**config.mk**
```make
export PLATFORM = sky130hd
export DESIGN_NAME = paralelo_serial_tx_flat
export DESIGN_NICKNAME = d
export VERILOG_FILES = /design/src/rtl/paralelo_serial_tx_pkg.sv /design/src/rtl/paralelo_serial_tx_if.sv /design/src/rtl/paralelo_serial_tx_shift8.sv /design/src/rtl/paralelo_serial_tx.sv /design/src/flat_wrapper.sv
export SDC_FILE = /design/constraint.sdc
export NUM_CORES = 1
export LEC_CHECK = 0
export BUFFER_PORTS_ARGS = -buffer_cell sky130_fd_sc_hd__buf_4
export CORE_AREA = 3 3 40 42
export DETAILED_ROUTE_END_ITERATION = 10
export DIE_AREA = 0 0 43 45
export HOLD_SLACK_MARGIN = 0.02
export PLACE_DENSITY_LB_ADDON = 0.05
export SYNTH_ARGS = -nofsm -noshare
export SYNTH_HDL_FRONTEND = slang
export SYNTH_SLANG_ARGS = --single-unit
```
**constraint.sdc**
```tcl
create_clock -name clk_32f -period 2.96 [get_ports clk_32f]
set_input_delay 0.296 -clock clk_32f [delete_from_list [all_inputs] [get_ports clk_32f]]
set_output_delay 0.296 -clock clk_32f [all_outputs]
set_load 0.005 [all_outputs]
```
**src/rtl/paralelo_serial_tx_pkg.sv**
```systemverilog
// Shared PHY definitions for the parallel-to-serial transmit stage:
// default line symbols and the SYNC/ACTIVE state encoding.
package phy_pkg;

  // Comma / training symbol
  localparam logic [7:0] COM_SYM_DEF  = 8'hBC;
  // Idle filler symbol
  localparam logic [7:0] IDLE_SYM_DEF = 8'h7C;

  // Transmitter phase: comma training first, then payload/idle
  typedef enum logic {
    SYNC   = 1'b0,
    ACTIVE = 1'b1
  } ps_state_t;

endpackage

```
**src/rtl/paralelo_serial_tx_if.sv**
```systemverilog
// Byte handshake and serial line between the upstream 2:1 byte mux
// (master) and the serializer (slave).
interface paralelo_serial_tx_if;
  logic [7:0] data_in;
  logic       valid_in;
  logic       data_out;
  logic       load_tick;
  logic       active;

  modport master (
    output data_in,
    output valid_in,
    input  data_out,
    input  load_tick,
    input  active
  );

  modport slave (
    input  data_in,
    input  valid_in,
    output data_out,
    output load_tick,
    output active
  );
endinterface

```
**src/rtl/paralelo_serial_tx_shift8.sv**
```systemverilog
// ps_shift8: 8-cycle bit counter and MSB-first shift register.
// A new byte is loaded on the edge where bit_cnt==7; bit 7 of that byte
// is on data_out during the following cycle.
module ps_shift8 (
  input  logic       clk_32f,
  input  logic       reset,
  input  logic [7:0] next_byte,
  input  logic       active,
  output logic       load_edge,
  output logic       data_out,
  output logic       load_tick
);

  logic [2:0] bit_cnt_r;
  logic [7:0] shreg_r;

  // Bit counter and shift register; reset parks bit_cnt at 7 so the
  // first edge after release loads a byte.
  always_ff @(posedge clk_32f) begin
    if (!reset) begin
      bit_cnt_r <= 3'd7;
      shreg_r   <= 8'h00;
    end else begin
      bit_cnt_r <= bit_cnt_r + 3'd1;
      if (bit_cnt_r == 3'd7) begin
        shreg_r <= next_byte;
      end else begin
        shreg_r <= {shreg_r[6:0], 1'b0};
      end
    end
  end

  assign load_edge = (bit_cnt_r == 3'd7);
  assign data_out  = shreg_r[7];
  // Upstream is told its byte is consumed only once training is over
  assign load_tick = load_edge & active;

endmodule

```
**src/rtl/paralelo_serial_tx.sv**
```systemverilog
// paralelo_serial_tx: final transmit stage of the PHY lane.
// After reset sends SYNC_BYTES comma bytes, then payload bytes or IDLE.
// Optional feature macro: PS_COM_INSERT_EN -- forces one COM after
// COM_PERIOD-1 consecutive idle bytes.
module paralelo_serial_tx
  import phy_pkg::*;
#(
  parameter int         SYNC_BYTES = 4,
  parameter logic [7:0] COM_SYM    = COM_SYM_DEF,
  parameter logic [7:0] IDLE_SYM   = IDLE_SYM_DEF
`ifdef PS_COM_INSERT_EN
  , parameter int       COM_PERIOD = 16
`endif
) (
  input  logic                clk_32f,
  input  logic                reset,
  paralelo_serial_tx_if.slave bus
);

  localparam int SC_W = $clog2(SYNC_BYTES) + 1;

  ps_state_t       state_r, state_next_s;
  logic [SC_W-1:0] sync_cnt_r, sync_cnt_next_s;
  logic [7:0]      next_byte_s;
  logic            load_edge_s;
  logic            active_s;

`ifdef PS_COM_INSERT_EN
  localparam int IC_W = $clog2(COM_PERIOD) + 1;
  logic [IC_W-1:0] idle_cnt_r, idle_cnt_next_s;

  // Idle run counter: length of the current run of idle bytes
  always_ff @(posedge clk_32f) begin
    if (!reset) begin
      idle_cnt_r <= '0;
    end else begin
      idle_cnt_r <= idle_cnt_next_s;
    end
  end
`endif

  // Training state and comma counter
  always_ff @(posedge clk_32f) begin
    if (!reset) begin
      state_r    <= SYNC;
      sync_cnt_r <= '0;
    end else begin
      state_r    <= state_next_s;
      sync_cnt_r <= sync_cnt_next_s;
    end
  end

  // Next-state and next-byte selection
  always_comb begin
    state_next_s    = state_r;
    sync_cnt_next_s = sync_cnt_r;
    next_byte_s     = COM_SYM;
`ifdef PS_COM_INSERT_EN
    idle_cnt_next_s = idle_cnt_r;
`endif
    case (state_r)
      SYNC: begin
        next_byte_s = COM_SYM;
        if (load_edge_s) begin
          sync_cnt_next_s = sync_cnt_r + SC_W'(1);
          if (sync_cnt_r == SC_W'(SYNC_BYTES - 1)) begin
            state_next_s = ACTIVE;
          end else begin
            state_next_s = SYNC;
          end
        end else begin
          state_next_s = SYNC;
        end
      end
      ACTIVE: begin
        state_next_s = ACTIVE;
        if (bus.valid_in) begin
          next_byte_s = bus.data_in;
`ifdef PS_COM_INSERT_EN
          if (load_edge_s) begin
            idle_cnt_next_s = '0;
          end else begin
            idle_cnt_next_s = idle_cnt_r;
          end
        end else if (idle_cnt_r == IC_W'(COM_PERIOD - 1)) begin
          next_byte_s = COM_SYM;
          if (load_edge_s) begin
            idle_cnt_next_s = '0;
          end else begin
            idle_cnt_next_s = idle_cnt_r;
          end
`endif
        end else begin
          next_byte_s = IDLE_SYM;
`ifdef PS_COM_INSERT_EN
          if (load_edge_s) begin
            idle_cnt_next_s = idle_cnt_r + IC_W'(1);
          end else begin
            idle_cnt_next_s = idle_cnt_r;
          end
`endif
        end
      end
      default: begin
        state_next_s = SYNC;
        next_byte_s  = COM_SYM;
      end
    endcase
  end

  assign active_s   = (state_r == ACTIVE);
  assign bus.active = active_s;

  ps_shift8 u_shift (
    .clk_32f   (clk_32f),
    .reset     (reset),
    .next_byte (next_byte_s),
    .active    (active_s),
    .load_edge (load_edge_s),
    .data_out  (bus.data_out),
    .load_tick (bus.load_tick)
  );

endmodule

```
**src/flat_wrapper.sv**
```systemverilog
// flat-port wrapper written by rule: the top's interface ports become plain ports
module paralelo_serial_tx_flat import phy_pkg::*;
#(
  parameter int         SYNC_BYTES = 4,
  parameter logic [7:0] COM_SYM    = COM_SYM_DEF,
  parameter logic [7:0] IDLE_SYM   = IDLE_SYM_DEF

)
  (clk_32f, reset, bus_data_in, bus_valid_in, bus_data_out, bus_load_tick, bus_active);
  paralelo_serial_tx_if bus_i ();
  input  logic clk_32f;
  input  logic reset;
  input wire logic [$bits(bus_i.data_in)-1:0] bus_data_in;
  input wire logic [$bits(bus_i.valid_in)-1:0] bus_valid_in;
  output wire logic [$bits(bus_i.data_out)-1:0] bus_data_out;
  output wire logic [$bits(bus_i.load_tick)-1:0] bus_load_tick;
  output wire logic [$bits(bus_i.active)-1:0] bus_active;
  assign bus_i.data_in = bus_data_in;
  assign bus_i.valid_in = bus_valid_in;
  assign bus_data_out = bus_i.data_out;
  assign bus_load_tick = bus_i.load_tick;
  assign bus_active = bus_i.active;
  paralelo_serial_tx #(.SYNC_BYTES(SYNC_BYTES), .COM_SYM(COM_SYM), .IDLE_SYM(IDLE_SYM)) u_core (.clk_32f(clk_32f), .reset(reset), .bus(bus_i));
endmodule
```
======== Word level (Yosys, flattened, before mapping) ========
Index checks and enable logic that the tools add are counted.
storage, ports and cells
  bits in registers ....................... 15
  input bits .............................. 11
  output and inout bits ................... 3
  logic and storage cells ................. 19
operators by class
  add/subtract/negate cells ............... 2
  equal/unequal tests ..................... 2
  multiplexer cells ....................... 6
  bitwise operators ....................... 2
  reductions and logical operators ........ 2
operators with widths
  cell                   count
  $mux W8                2
  $pmux W8 S2            1
  $add A3 B1 Y3 const B  2
  $reduce_and A2 Y1      2
  $eq A3 B2 Y1 const B   1
  $eq A3 B3 Y1 const B   1
  $mux W1                2
  $pmux W1 S2            1
  $and A1 B1 Y1          1
  $not A1 Y1             1

======== Logic depth before layout (Yosys ltp) ========
  word-level depth ........................ 4
  depth in mapped cells ................... 5
  gate-level depth less buffers ........... 5

======== Modules after synthesis ========
Synthesis repeated with hierarchy kept, for this count alone.
unflattened totals
  cell total of the unflattened synthesis .. 64
  area, all modules ....................... 665.6 µm²
modules (own cells, without submodules)
  module              instances  cells each  area an instance (µm²)  sequential area each (µm²)
  ps_shift8           1          35          416.6                   220.2
  paralelo_serial_tx  1          29          249.0                   80.1

======== Least setup slack after synthesis ========
Ideal clock, no wire load.
  path type ............................... flip-flop to flip-flop
  start point ............................. register u_core.u_shift.bit_cnt_r[0]
  end point ............................... register u_core.sync_cnt_r[0]
  library setup time ...................... 115 ps
  data arrival time ....................... 1164 ps
  data required time ...................... 2845 ps
  slack ................................... 1681 ps
  stages on the path, launching flop included .. 6
  buffers on the path ..................... 0
  clock period less this slack ............ 1279 ps
  cells stage by stage .................... dfxtp_1 ha_1 ha_1 and2b_4 xor2_1 and2_1
between the ends
  longest elaborated chain between the ends .. 2
ends and longest elaborated chain
  element                      RTL line                         source
  from (decl)                  paralelo_serial_tx_shift8.sv:14  logic [2:0] bit_cnt_r;
  from (signal assigned)       paralelo_serial_tx_shift8.sv:24  bit_cnt_r <= bit_cnt_r + 3'd1;
  $eq A3 B3 Y1                 paralelo_serial_tx_shift8.sv:33  assign load_edge = (bit_cnt_r == 3'd7);
  $reduce_and A2 Y1 (no line)  --
  to (signal assigned)         paralelo_serial_tx.sv:49         sync_cnt_r <= sync_cnt_next_s;
  to (decl)                    paralelo_serial_tx.sv:23         logic [SC_W-1:0] sync_cnt_r, sync_cnt_next_s;
No other way between the ends.
A chain may end at the register's enable or synchronous reset.

======== Worst setup path after layout ========
  start point ............................. register u_core.u_shift.bit_cnt_r[0]
  end point ............................... output bus_load_tick
between the ends
  longest elaborated chain between the ends .. 2
ends and longest elaborated chain
  element        RTL line                         source
  $eq A3 B3 Y1   paralelo_serial_tx_shift8.sv:33
  $and A1 B1 Y1  paralelo_serial_tx_shift8.sv:36  assign load_tick = load_edge & active;
  to (decl)      flat_wrapper.sv:16               output wire logic [$bits(bus_i.load_tick)-1:0] bus_load_tick;
No other way between the ends.

==> impl_metrics.py <==
metrics = {
    "pwr": {
        "p_switching_mw": 0.103,
        "peakVddDrop_mv": 0.352,
        "internal-power_mw": 0.317,
        "swShare": 0.245,
        "leakage_nw": 0.325,
        "pwr-share-clk": 0.271,
        "sequentialPowerShare": 0.556,
        "combPwrFrac": 0.173,
        "pwr_density_cell_nw_per_um2": 591,
    },
    "sta": {
        "maxSlewViolCount": 0,
        "fin_crit_sh": 0.632,
        "setup_ws_ns": 1.09,
        "post-route-min-period_ns": 1.87,
        "hold_violations": 0,
        "clock_skew_ns": 0.00217,
        "worst_pin_slew_ns": 0.465,
        "slew_headroom": 0.690,
        "clock.fmax_mhz": 535,
        "setup_viol": 0,
        "whs_ns": 0.267,
        "tns_ns": 0,
        "rsz0062_at_grt": "no",
    },
    "critical_path": {
        "worstPathArrival_ns": 1.57,
        "crit_path_end_kind": "output pin",
        "critPathMaxFanout": 16,
        "worstSetupStartpointType": "register",
        "path_class": "reg2out",
        "required_ns": 2.66,
    },
    "routing": {
        "routed_wl_um": 876,
        "wl_per_cell_um": 9.63,
        "drc": 0,
        "vias_per_cell": 4.82,
        "ant_nets": 0,
        "vias": 439,
        "first_iter_violations": 3,
        "drt-pass1-iter-count": 4,
    },
    "run_status": {
        "status": "finished, final reports clean",
    },
    "clock_network": {
        "cts.hold.buffers_added": 0,
        "cts_made_buffers": 3,
        "clkSinkCount": 15,
        "clock_latency_ns": 0.28,
        "cts_tree": "done",
        "h-tree-depth": 1,
        "path_clk_slew_ns": 0.08,
        "cts_setup_buffers": 0,
        "cts_resized": 0,
        "clockBufferDepth": 2,
        "cts-root-buf": "clkbuf_4",
    },
    "grt": {
        "grt_overflow": 0,
        "antenna_found_initial": 0,
        "grt_pass1_vias": 384,
        "grt_pass1_wl_mm": 1.47,
        "grt_max_degree": 17,
        "grt.total_usage": 0.107,
    },
    "floorplanning": {
        "fp-row-count": 13,
        "core-area_um2": 1280,
        "chipWidth_um": 43,
        "die-height_um": 45,
        "start_util": 0.450,
        "die_area_um2": 1940,
        "io_pins": 14,
    },
    "finish": {
        "syn_to_final_growth_pct": 22.9,
        "nets": 92,
        "fin_util": 0.553,
        "drive_gt1_frac": 0.224,
        "fillerInstances": 122,
        "antenna_cells": 0,
        "fin_area_um2": 711,
    },
    "yosys": {
        "syn-cell-area_um2": 578,
        "ys_types": 18,
        "syn-num-nets": 76,
        "synth-seq-cells": 15,
        "ys_warn_count": 0,
        "syn_inst": 61,
        "synth-seq-area-share": 0.519,
        "avgSynthCellArea_um2": 9.48,
    },
    "placement": {
        "dp_hpwl_um": 608,
        "placedInstanceArea_um2": 684,
        "place.gp.congestion": 0.678,
        "pre_cts_ws_ns": 1.38,
        "io_buffers": 13,
    },
    "flow_run": {
        "cap_violations": 0,
    },
    "hold_path": {
        "hold_path.class": "in2reg",
    },
}
[layout by cell type (no fill, tap or decap), drive strengths merged, types with 2 or more instances in the layout]
| cell type | synthesis | layout |
|---|---|---|
| and2 | 3 | 3 |
| nand2b | 3 | 3 |
| nor2b | 4 | 4 |
| nor2 | 5 | 5 |
| buf | 1 | 13 |
| inv | 2 | 2 |
| ha | 4 | 4 |
| nand2 | 5 | 5 |
| dfxtp | 15 | 15 |
| clkbuf | 1 | 4 |
| a21oi | 7 | 7 |
| o21ai | 5 | 5 |
[synthesized netlist by cell type, drive strengths merged]
library cell	count	share of area
nand2b	3	0.032
a21oi	7	0.061
nand2	5	0.032
o22ai	1	0.011
ha	4	0.087
o21ai	5	0.043
o211a	1	0.017
buf	1	0.0086
xor2	1	0.015
clkbuf	1	0.0086
inv	2	0.013
nor2b	4	0.043
mux2i	1	0.017
nor2	5	0.032
dfxtp	15	0.52
and2	3	0.032
nand3	1	0.0086
and2b	1	0.017
[power groups by stage]
stage,logic (mW),clock network [mW],registers (mW)
floorplan,0.0529,0,0.237
global placement,0.0734,0,0.238
detailed placement,0.0737,0,0.238
CTS,0.0744,0.118,0.234
global route,0.0838,0.131,0.236
finish,0.0728,0.114,0.233
[critical path, cell delays in order, from the launching register on]
cell and delay [ns]:
dfxtp_1 0.34, ha_1 0.15, ha_1 0.44, and2_1 0.24, buf_4 0.12
[path summary, 6_finish.rpt]
kind | slack (ns) | end | depth (start not counted) | startpoint
worst max register to register | 1.43 | u_core.sync_cnt_r[1] | 5 | u_core.u_shift.bit_cnt_r[0]
worst max-delay path | 1.09 | bus_load_tick | 4 | u_core.u_shift.bit_cnt_r[0]
worst min-delay path | 0.27 | u_core.u_shift.shreg_r[0] | 3 | bus_data_in[0]
worst min register to register | 0.40 | u_core.u_shift.bit_cnt_r[0] | 1 | u_core.u_shift.bit_cnt_r[0]
[layer usage]
| layer | GRT usage | up-vias | wire length, um |
|---|---|---|---|
| li1 | - | 231 | - |
| met3 | 0.0717 | 2 | 93 |
| met1 | 0.118 | 192 | 407 |
| met5 | 0 | - | 0 |
| met2 | 0.168 | 14 | 368 |
| met4 | 0.0361 | 0 | 6 |
[metrics by stage]
step	std cells	power [mW]
final	91	0.420
after global placement	87	0.312
after floorplan	61	0.290
after detailed placement	87	0.312
after global routing	91	0.450
after CTS	91	0.426
[state kept, by name (all words and copies together) (netlist names)]
signal,cells
u_core.u_shift.shreg_r,8
u_core.sync_cnt_r,3
u_core.u_shift.bit_cnt_r,3
u_core.bus.active,1
[kinds of logic (layout without fill, tap and decap cells)]
group           after synthesis  in the layout  share of synthesized area
simple gates                 22             22                      0.199
flops                        15             15                      0.519
compound gates               14             14                      0.132
fa+ha+maj                     4              4                     0.0866
buf+inv                       4             19                     0.0303
xor+xnor                      1              1                     0.0152
mux                           1              1                     0.0173
[layout make-up]
type / instances / area [um2] / area share
clock buffers: 4 / 26.3 / 0.0370
inverters: 2 / 7.51 / 0.0106
multi-input cells: 42 / 260 / 0.366
flip-flops and latches: 15 / 300 / 0.423
well taps: 15 / 18.8 / 0.0264
repair buffers: 13 / 97.6 / 0.137
(Power assumes the default switching activity.)
